$ cat src/rtl/fetch_unit_pkg.sv
// ============================================================================
// Module : fetch_unit_pkg
// Brief  : Shared state encoding, reset/NOP constants and opcode decode for
//          the instruction fetch unit.
// Rev    : 1.0  initial release
// ============================================================================
`default_nettype none

package fetch_unit_pkg;

    localparam logic [31:0] C_RESET_PC = 32'h0000_0000;
    localparam logic [31:0] C_NOP      = 32'h0000_0013;

    typedef enum logic [1:0] {
        ST_REQ  = 2'd0,
        ST_WAIT = 2'd1,
        ST_DROP = 2'd2,
        ST_HOLD = 2'd3
    } fetch_state_e;

    localparam logic [6:0] C_OP_LUI    = 7'b0110111;
    localparam logic [6:0] C_OP_AUIPC  = 7'b0010111;
    localparam logic [6:0] C_OP_JAL    = 7'b1101111;
    localparam logic [6:0] C_OP_JALR   = 7'b1100111;
    localparam logic [6:0] C_OP_BRANCH = 7'b1100011;
    localparam logic [6:0] C_OP_LOAD   = 7'b0000011;
    localparam logic [6:0] C_OP_STORE  = 7'b0100011;
    localparam logic [6:0] C_OP_IMM    = 7'b0010011;
    localparam logic [6:0] C_OP_REG    = 7'b0110011;

    typedef enum logic [2:0] {
        OPC_ALU    = 3'd0,
        OPC_LOAD   = 3'd1,
        OPC_STORE  = 3'd2,
        OPC_BRANCH = 3'd3,
        OPC_JUMP   = 3'd4,
        OPC_UPPER  = 3'd5,
        OPC_OTHER  = 3'd6
    } op_class_e;

    // Coarse opcode class consumed by the downstream type decoder.
    function automatic op_class_e op_class(input logic [6:0] op);
        case (op)
            C_OP_IMM, C_OP_REG:   return OPC_ALU;
            C_OP_LOAD:            return OPC_LOAD;
            C_OP_STORE:           return OPC_STORE;
            C_OP_BRANCH:          return OPC_BRANCH;
            C_OP_JAL, C_OP_JALR:  return OPC_JUMP;
            C_OP_LUI, C_OP_AUIPC: return OPC_UPPER;
            default:              return OPC_OTHER;
        endcase
    endfunction

endpackage

`default_nettype wire

$ cat src/rtl/fetch_pc_reg.sv
// ============================================================================
// Module : fetch_pc_reg
// Brief  : Program counter register with +4 increment and redirect mux.
// Rev    : 1.0  initial release
// ============================================================================
`default_nettype none

module fetch_pc_reg #(
    parameter logic [31:0] RESET_PC = 32'h0000_0000
) (
    input  logic        clk,
    input  logic        rst,
    input  logic        i_redirect,
    input  logic [31:0] i_target,
    input  logic        i_advance,
    output logic [31:0] o_pc
);

    logic [31:0] r_pc;

    // Redirect wins over sequential advance; the add wraps modulo 2^32.
    always_ff @(posedge clk) begin
        if (rst) begin
            r_pc <= RESET_PC;
        end else if (i_redirect) begin
            r_pc <= i_target;
        end else if (i_advance) begin
            r_pc <= r_pc + 32'd4;
        end
    end

    assign o_pc = r_pc;

endmodule

`default_nettype wire

$ cat src/rtl/fetch_unit.sv
// ============================================================================
// Module : fetch_unit
// Brief  : Single-outstanding instruction fetch FSM with IF/ID register and
//          skid buffer. FETCH_MISALIGN_CHK_EN enables misaligned-target trap.
// Rev    : 1.0  initial release
// ============================================================================
`default_nettype none

module fetch_unit
    import fetch_unit_pkg::*;
#(
    parameter logic [31:0] RESET_PC = C_RESET_PC
) (
    input  logic        clk,
    input  logic        rst,
    output logic        imem_req_valid,
    input  logic        imem_req_ready,
    output logic [31:0] imem_addr,
    input  logic        imem_rsp_valid,
    input  logic [31:0] imem_rsp_data,
    input  logic        redirect_valid,
    input  logic [31:0] redirect_pc,
    input  logic        stall,
    output logic        id_valid,
    output logic [31:0] id_instr,
    output logic [31:0] id_pc,
    output logic [6:0]  id_op,
    output logic        fetch_err
);

    fetch_state_e r_state;
    fetch_state_e w_state_nxt;

    logic        r_id_valid;
    logic [31:0] r_id_instr;
    logic [31:0] r_id_pc;
    logic [31:0] r_skid_instr;
    logic [31:0] r_skid_pc;

    logic [31:0] w_pc;
    logic [31:0] w_target;
    logic        w_halt;
    logic        w_free;
    logic        w_req_fire;
    logic        w_rsp_take;

`ifdef FETCH_MISALIGN_CHK_EN
    logic r_err;

    always_ff @(posedge clk) begin
        if (rst) begin
            r_err <= 1'b0;
        end else if (redirect_valid && (redirect_pc[1:0] != 2'b00)) begin
            r_err <= 1'b1;
        end
    end

    assign w_target  = redirect_pc;
    assign w_halt    = r_err;
    assign fetch_err = r_err;
`else
    logic w_unused_lsb;

    assign w_unused_lsb = ^redirect_pc[1:0];
    assign w_target     = {redirect_pc[31:2], 2'b00};
    assign w_halt       = 1'b0;
    assign fetch_err    = 1'b0;
`endif

    assign w_free     = !r_id_valid || !stall;
    assign w_req_fire = imem_req_valid && imem_req_ready;
    assign w_rsp_take = (r_state == ST_WAIT) && imem_rsp_valid && !redirect_valid;

    fetch_pc_reg #(
        .RESET_PC (RESET_PC)
    ) u_pc (
        .clk        (clk),
        .rst        (rst),
        .i_redirect (redirect_valid),
        .i_target   (w_target),
        .i_advance  (w_rsp_take),
        .o_pc       (w_pc)
    );

    // A reset landing on an outstanding request must still swallow its response.
    always_ff @(posedge clk) begin
        if (rst) begin
            r_state <= (r_state == ST_WAIT) ? ST_DROP : ST_REQ;
        end else begin
            r_state <= w_state_nxt;
        end
    end

    always_comb begin
        w_state_nxt = r_state;
        case (r_state)
            ST_REQ: begin
                // A request accepted in the redirect cycle is already stale.
                if (redirect_valid) begin
                    w_state_nxt = w_req_fire ? ST_DROP : ST_REQ;
                end else if (w_req_fire) begin
                    w_state_nxt = ST_WAIT;
                end
            end
            ST_WAIT: begin
                if (imem_rsp_valid) begin
                    w_state_nxt = (redirect_valid || w_free) ? ST_REQ : ST_HOLD;
                end else if (redirect_valid) begin
                    w_state_nxt = ST_DROP;
                end
            end
            ST_DROP: begin
                if (imem_rsp_valid) begin
                    w_state_nxt = ST_REQ;
                end
            end
            ST_HOLD: begin
                if (redirect_valid || !stall) begin
                    w_state_nxt = ST_REQ;
                end
            end
            default: w_state_nxt = ST_REQ;
        endcase
    end

    always_comb begin
        imem_req_valid = (r_state == ST_REQ) && !w_halt;
        imem_addr      = w_pc;
    end

    always_ff @(posedge clk) begin
        if (rst) begin
            r_id_valid   <= 1'b0;
            r_id_instr   <= C_NOP;
            r_id_pc      <= 32'h0000_0000;
            r_skid_instr <= 32'h0000_0000;
            r_skid_pc    <= 32'h0000_0000;
        end else begin
            if (redirect_valid) begin
                r_id_valid <= 1'b0;
            end else if (w_rsp_take && w_free) begin
                r_id_valid <= 1'b1;
                r_id_instr <= imem_rsp_data;
                r_id_pc    <= w_pc;
            end else if ((r_state == ST_HOLD) && !stall) begin
                r_id_valid <= 1'b1;
                r_id_instr <= r_skid_instr;
                r_id_pc    <= r_skid_pc;
            end else if (!stall) begin
                r_id_valid <= 1'b0;
            end

            if (w_rsp_take && !w_free) begin
                r_skid_instr <= imem_rsp_data;
                r_skid_pc    <= w_pc;
            end
        end
    end

    assign id_valid = r_id_valid;
    assign id_instr = r_id_instr;
    assign id_pc    = r_id_pc;
    assign id_op    = r_id_instr[6:0];

endmodule

`default_nettype wire
$ cat config.mk
export PLATFORM = sky130hd
export DESIGN_NAME = fetch_unit
export DESIGN_NICKNAME = d
export VERILOG_FILES = /design/src/rtl/fetch_unit_pkg.sv /design/src/rtl/fetch_pc_reg.sv /design/src/rtl/fetch_unit.sv
export SDC_FILE = /design/constraint.sdc
export NUM_CORES = 1
export LEC_CHECK = 0
export BUFFER_PORTS_ARGS = -buffer_cell sky130_fd_sc_hd__buf_4
export CAP_MARGIN = 15
export CORE_MARGIN = 2
export CORE_UTILIZATION = 30
export DETAILED_ROUTE_END_ITERATION = 10
export HOLD_SLACK_MARGIN = 0.08
export SYNTH_ARGS = -nofsm -noshare
export SYNTH_HDL_FRONTEND = slang
export SYNTH_SLANG_ARGS = --single-unit
$ cat constraint.sdc
create_clock -name clk -period 5.5 [get_ports clk]
set_clock_uncertainty 0.05 [all_clocks]
set_input_delay 0.275 -clock clk [delete_from_list [all_inputs] [get_ports clk]]
set_output_delay 0.275 -clock clk [all_outputs]
set_load 0.05 [all_outputs]
==> flow_metrics.tcl <==
set metrics [dict create \
    status "finished, final reports clean" \
    cts_buffers 17 \
    die_h_um 153 \
    dpl_cell_area_um2 8050 \
    setup_viol 0 \
    cts_root_buf "clkbuf_16" \
    drtIter0Drc 463 \
    cts_num_sinks 157 \
    switching_share 0.349 \
    r2r_slack_ns 2.20 \
    coreArea_um2 21800 \
    grt_pass1_vias 6141 \
    p_seq_frac 0.397 \
    synth-compound-area-share 0.120 \
    gp_congestion 0.771 \
    synth-edff-count 2 \
    syn2layout_area_growth_pct 37.1 \
    hold_end "u_pc.o_pc[15]$_SDFFE_PP0P_" \
    internal_power_mw 2.17 \
    grt.overflow.total 0 \
    worstHoldPathType "in2reg" \
    routed_via_density 5.00 \
    ff2ff_path_depth 6 \
    grt_pass1_wl_mm 33.4 \
    grt_setup_unrepaired "false" \
    synth_top_family_by_area "simple AND/OR/NAND/NOR gates" \
    clkPwrFrac 0.356 \
    clk_latency_ns 0.43 \
    whs_path_depth 3 \
    hp-start "redirect_pc[15]" \
    synth_mux_area_frac 0 \
    netlist_top_cells_count "nor2_1 (204), dfxtp_1 (155), nand2_1 (144)" \
    ant_nets 0 \
    pin_count 176 \
    synthSimpleGateAreaFrac 0.337 \
    synthAdderAreaFrac 0.00188 \
    num_rows 54 \
    yosys_warnings 0 \
    vdd_drop_max_mv 0.155 \
    avgSynthCellArea_um2 7.63 \
    worstMarginPinSlew_ns 0.926 \
    htreeDepth 4 \
    antennaDiodeCount 0 \
    synth_area_leaders "dfxtp_1 (47%), nor2_1 (11%), nand2_1 (8.1%)" \
    synthFlopType "dfxtp_1" \
    slowest_stage "o21ai_4" \
    finalMaxSlewViolations 0 \
    antenna_found_initial 0 \
    end_kind "register" \
    rr_endpoint "id_instr[19]$_SDFFE_PP0P_" \
    yosys.cell_count.top_type "nor2_1" \
    ys_types 50 \
    cp_num_buf_inv 2 \
    instances_no_fill 1338 \
    relSlewSlack 0.381 \
    drcViolationCount 0 \
    dieWidth_um 153 \
    finalHoldViolCount 0 \
    num_vias 6693 \
    yosys_register_bits 157 \
    seq_area_frac_synth 0.474 \
    finalWirelength_mm 21.2 \
    wl_per_cell_um 15.9 \
    gr-usage-all-layers 0.176 \
    crit_top_cell "buf_4" \
    synth_top_area_share 0.465 \
    fin_nets 1117 \
    required_ns 5.78 \
    synthXorXnorAreaFrac 0.0118 \
    initial_utilization 0.306 \
    clk_pin_slew_ns 0.06 \
    max-cap-violations 0 \
    cp_top_family "simple AND/OR/NAND/NOR gates" \
    arrival_ns 3.58 \
    die-area_um2 23400 \
    yosys.area.top_type "dfxtp_1" \
    path_max_fanout 24 \
    design_area_um2 9140 \
    grt_max_degree 83 \
    postCtsSetupBuffers 0 \
    netlist_instances 874 \
    clock_path_buffers 2 \
    switchingPower_mw 1.16 \
    path_cells "nand3b_1 > o21ai_4 > buf_4 > buf_4 > nor2_1 > nor4_1" \
    leakagePower_nw 3.68 \
    critPathMaxStageDelay_ns 0.83 \
    combPwrFrac 0.247 \
    tns_ns 0 \
    io_buffers 168 \
    clock.fmax_mhz 303 \
    place_inst 1256 \
    final_layout_size_suffix_gt1_frac 0.206 \
    critPathLaunchType "register" \
    async_reset_ff_frac 0 \
    finalCritPeriodShare 0.600 \
    cts_tree "yes" \
    power_density_nw_per_um2 365 \
    drt-pass1-iter-count 5 \
    syn_area_um2 6670 \
    crit_type "reg2reg" \
    place_hpwl_mm 13.2 \
    period_needed_ns 3.30 \
    reg2reg_from "r_state[1]$_DFFE_PP_" \
]
## placed cells by master (no fill, tap or decap), types with 4 or more instances in the layout
master         count
nor2_1           204
buf_4            176
dfxtp_1          155
nand2_1          144
a21oi_1           68
nor4_1            64
dlygate4sd3_1     51
nand3_1           20
clkbuf_16         17
or4_1             14
a311oi_1          12
o21ai_0            9
nand4_1            9
a211oi_1           8
o31ai_1            7
xnor2_1            7
inv_1              5
nor3b_1            5
conb_1             5
and3_1             4
or3_1              4
nor4b_1            4
a221oi_1           4
## cells by family (layout without fill, tap and decap cells)
kind of cell | count (synthesis) | count (layout)
flops | 157 | 157
buf+inv | 84 | 264
fa+ha+maj | 1 | 1
compound gates | 129 | 129
other cells | 1 | 5
xor+xnor | 9 | 9
simple gates | 493 | 493
## final cells by class
cell class	instances	area, um2
well taps	280	350
clock inverters	13	141
fillers	2255	12700
flip-flops and latches	157	3160
clock buffers	18	439
repair buffers	227	1830
inverters	6	22.5
multi-input cells	637	3190
## flip-flops by register name, summed over array words and instances (netlist names)
name          flops
r_skid_pc        30
id_valid          1
r_state           2
id_instr         32
id_pc            30
u_pc.o_pc        30
r_skid_instr     32
## worst max path at each step
stage | start | endpoint | slack [ns] | cells after the start
after global placement | r_state[1]$_DFFE_PP_ | id_instr[15]$_SDFFE_PP0P_ | 2.23 | 6
final | r_state[1]$_DFFE_PP_ | id_instr[19]$_SDFFE_PP0P_ | 2.20 | 6
after detailed placement | r_state[1]$_DFFE_PP_ | id_instr[19]$_SDFFE_PP0P_ | 2.13 | 6
after CTS | r_state[1]$_DFFE_PP_ | id_instr[19]$_SDFFE_PP0P_ | 2.11 | 6
after global routing | r_state[1]$_DFFE_PP_ | id_instr[17]$_SDFFE_PP0P_ | 1.92 | 6
after floorplan | u_pc.o_pc[2]$_SDFFE_PP0P_ | u_pc.o_pc[24]$_SDFFE_PP0P_ | 2.92 | 6
## metal layers
metal | vias to the layer above | global-route usage | wire [um]
met5 | - | 0 | 0
met4 | 0 | 0.0441 | 192
met3 | 19 | 0.0428 | 1250
met2 | 176 | 0.277 | 9720
met1 | 3144 | 0.243 | 10100
li1 | 3354 | - | -
## worst register-to-register path, delay by kind of cell, from the launching register on
family,cells,cell delay [ns]
buf+inv,2,0.72
flops,1,0.56
simple gates,3,1.05
compound gates,1,0.84
## what timing repair did
| action | in CTS | in global routing |
|---|---|---|
| hold endpoints to repair | 60 | 0 |
| resized for setup | 0 | 0 |
| hold buffers | 51 | 0 |
## power by group through the flow
stage,Combinational [mW],Sequential (mW),Clock (mW)
global route,0.875,1.34,1.27
global placement,0.793,1.35,0
detailed placement,0.797,1.35,0
CTS,0.829,1.32,1.22
finish,0.822,1.33,1.19
floorplan,0.291,1.59,0
## through the flow
stage / total power, mW / utilization / setup slack [ns] / hold slack (ns)
finish: 3.34 / 0.419 / 2.20 / 0.0980
global route: 3.48 / 0.419 / 1.92 / 0.0964
CTS: 3.37 / 0.419 / 2.11 / 0.0823
detailed placement: 2.15 / 0.369 / 2.13 / 0.397
global placement: 2.14 / 0.369 / 2.23 / 0.391
floorplan: 1.88 / - / 2.92 / 0.353
Power figures use the tool's default switching activity.
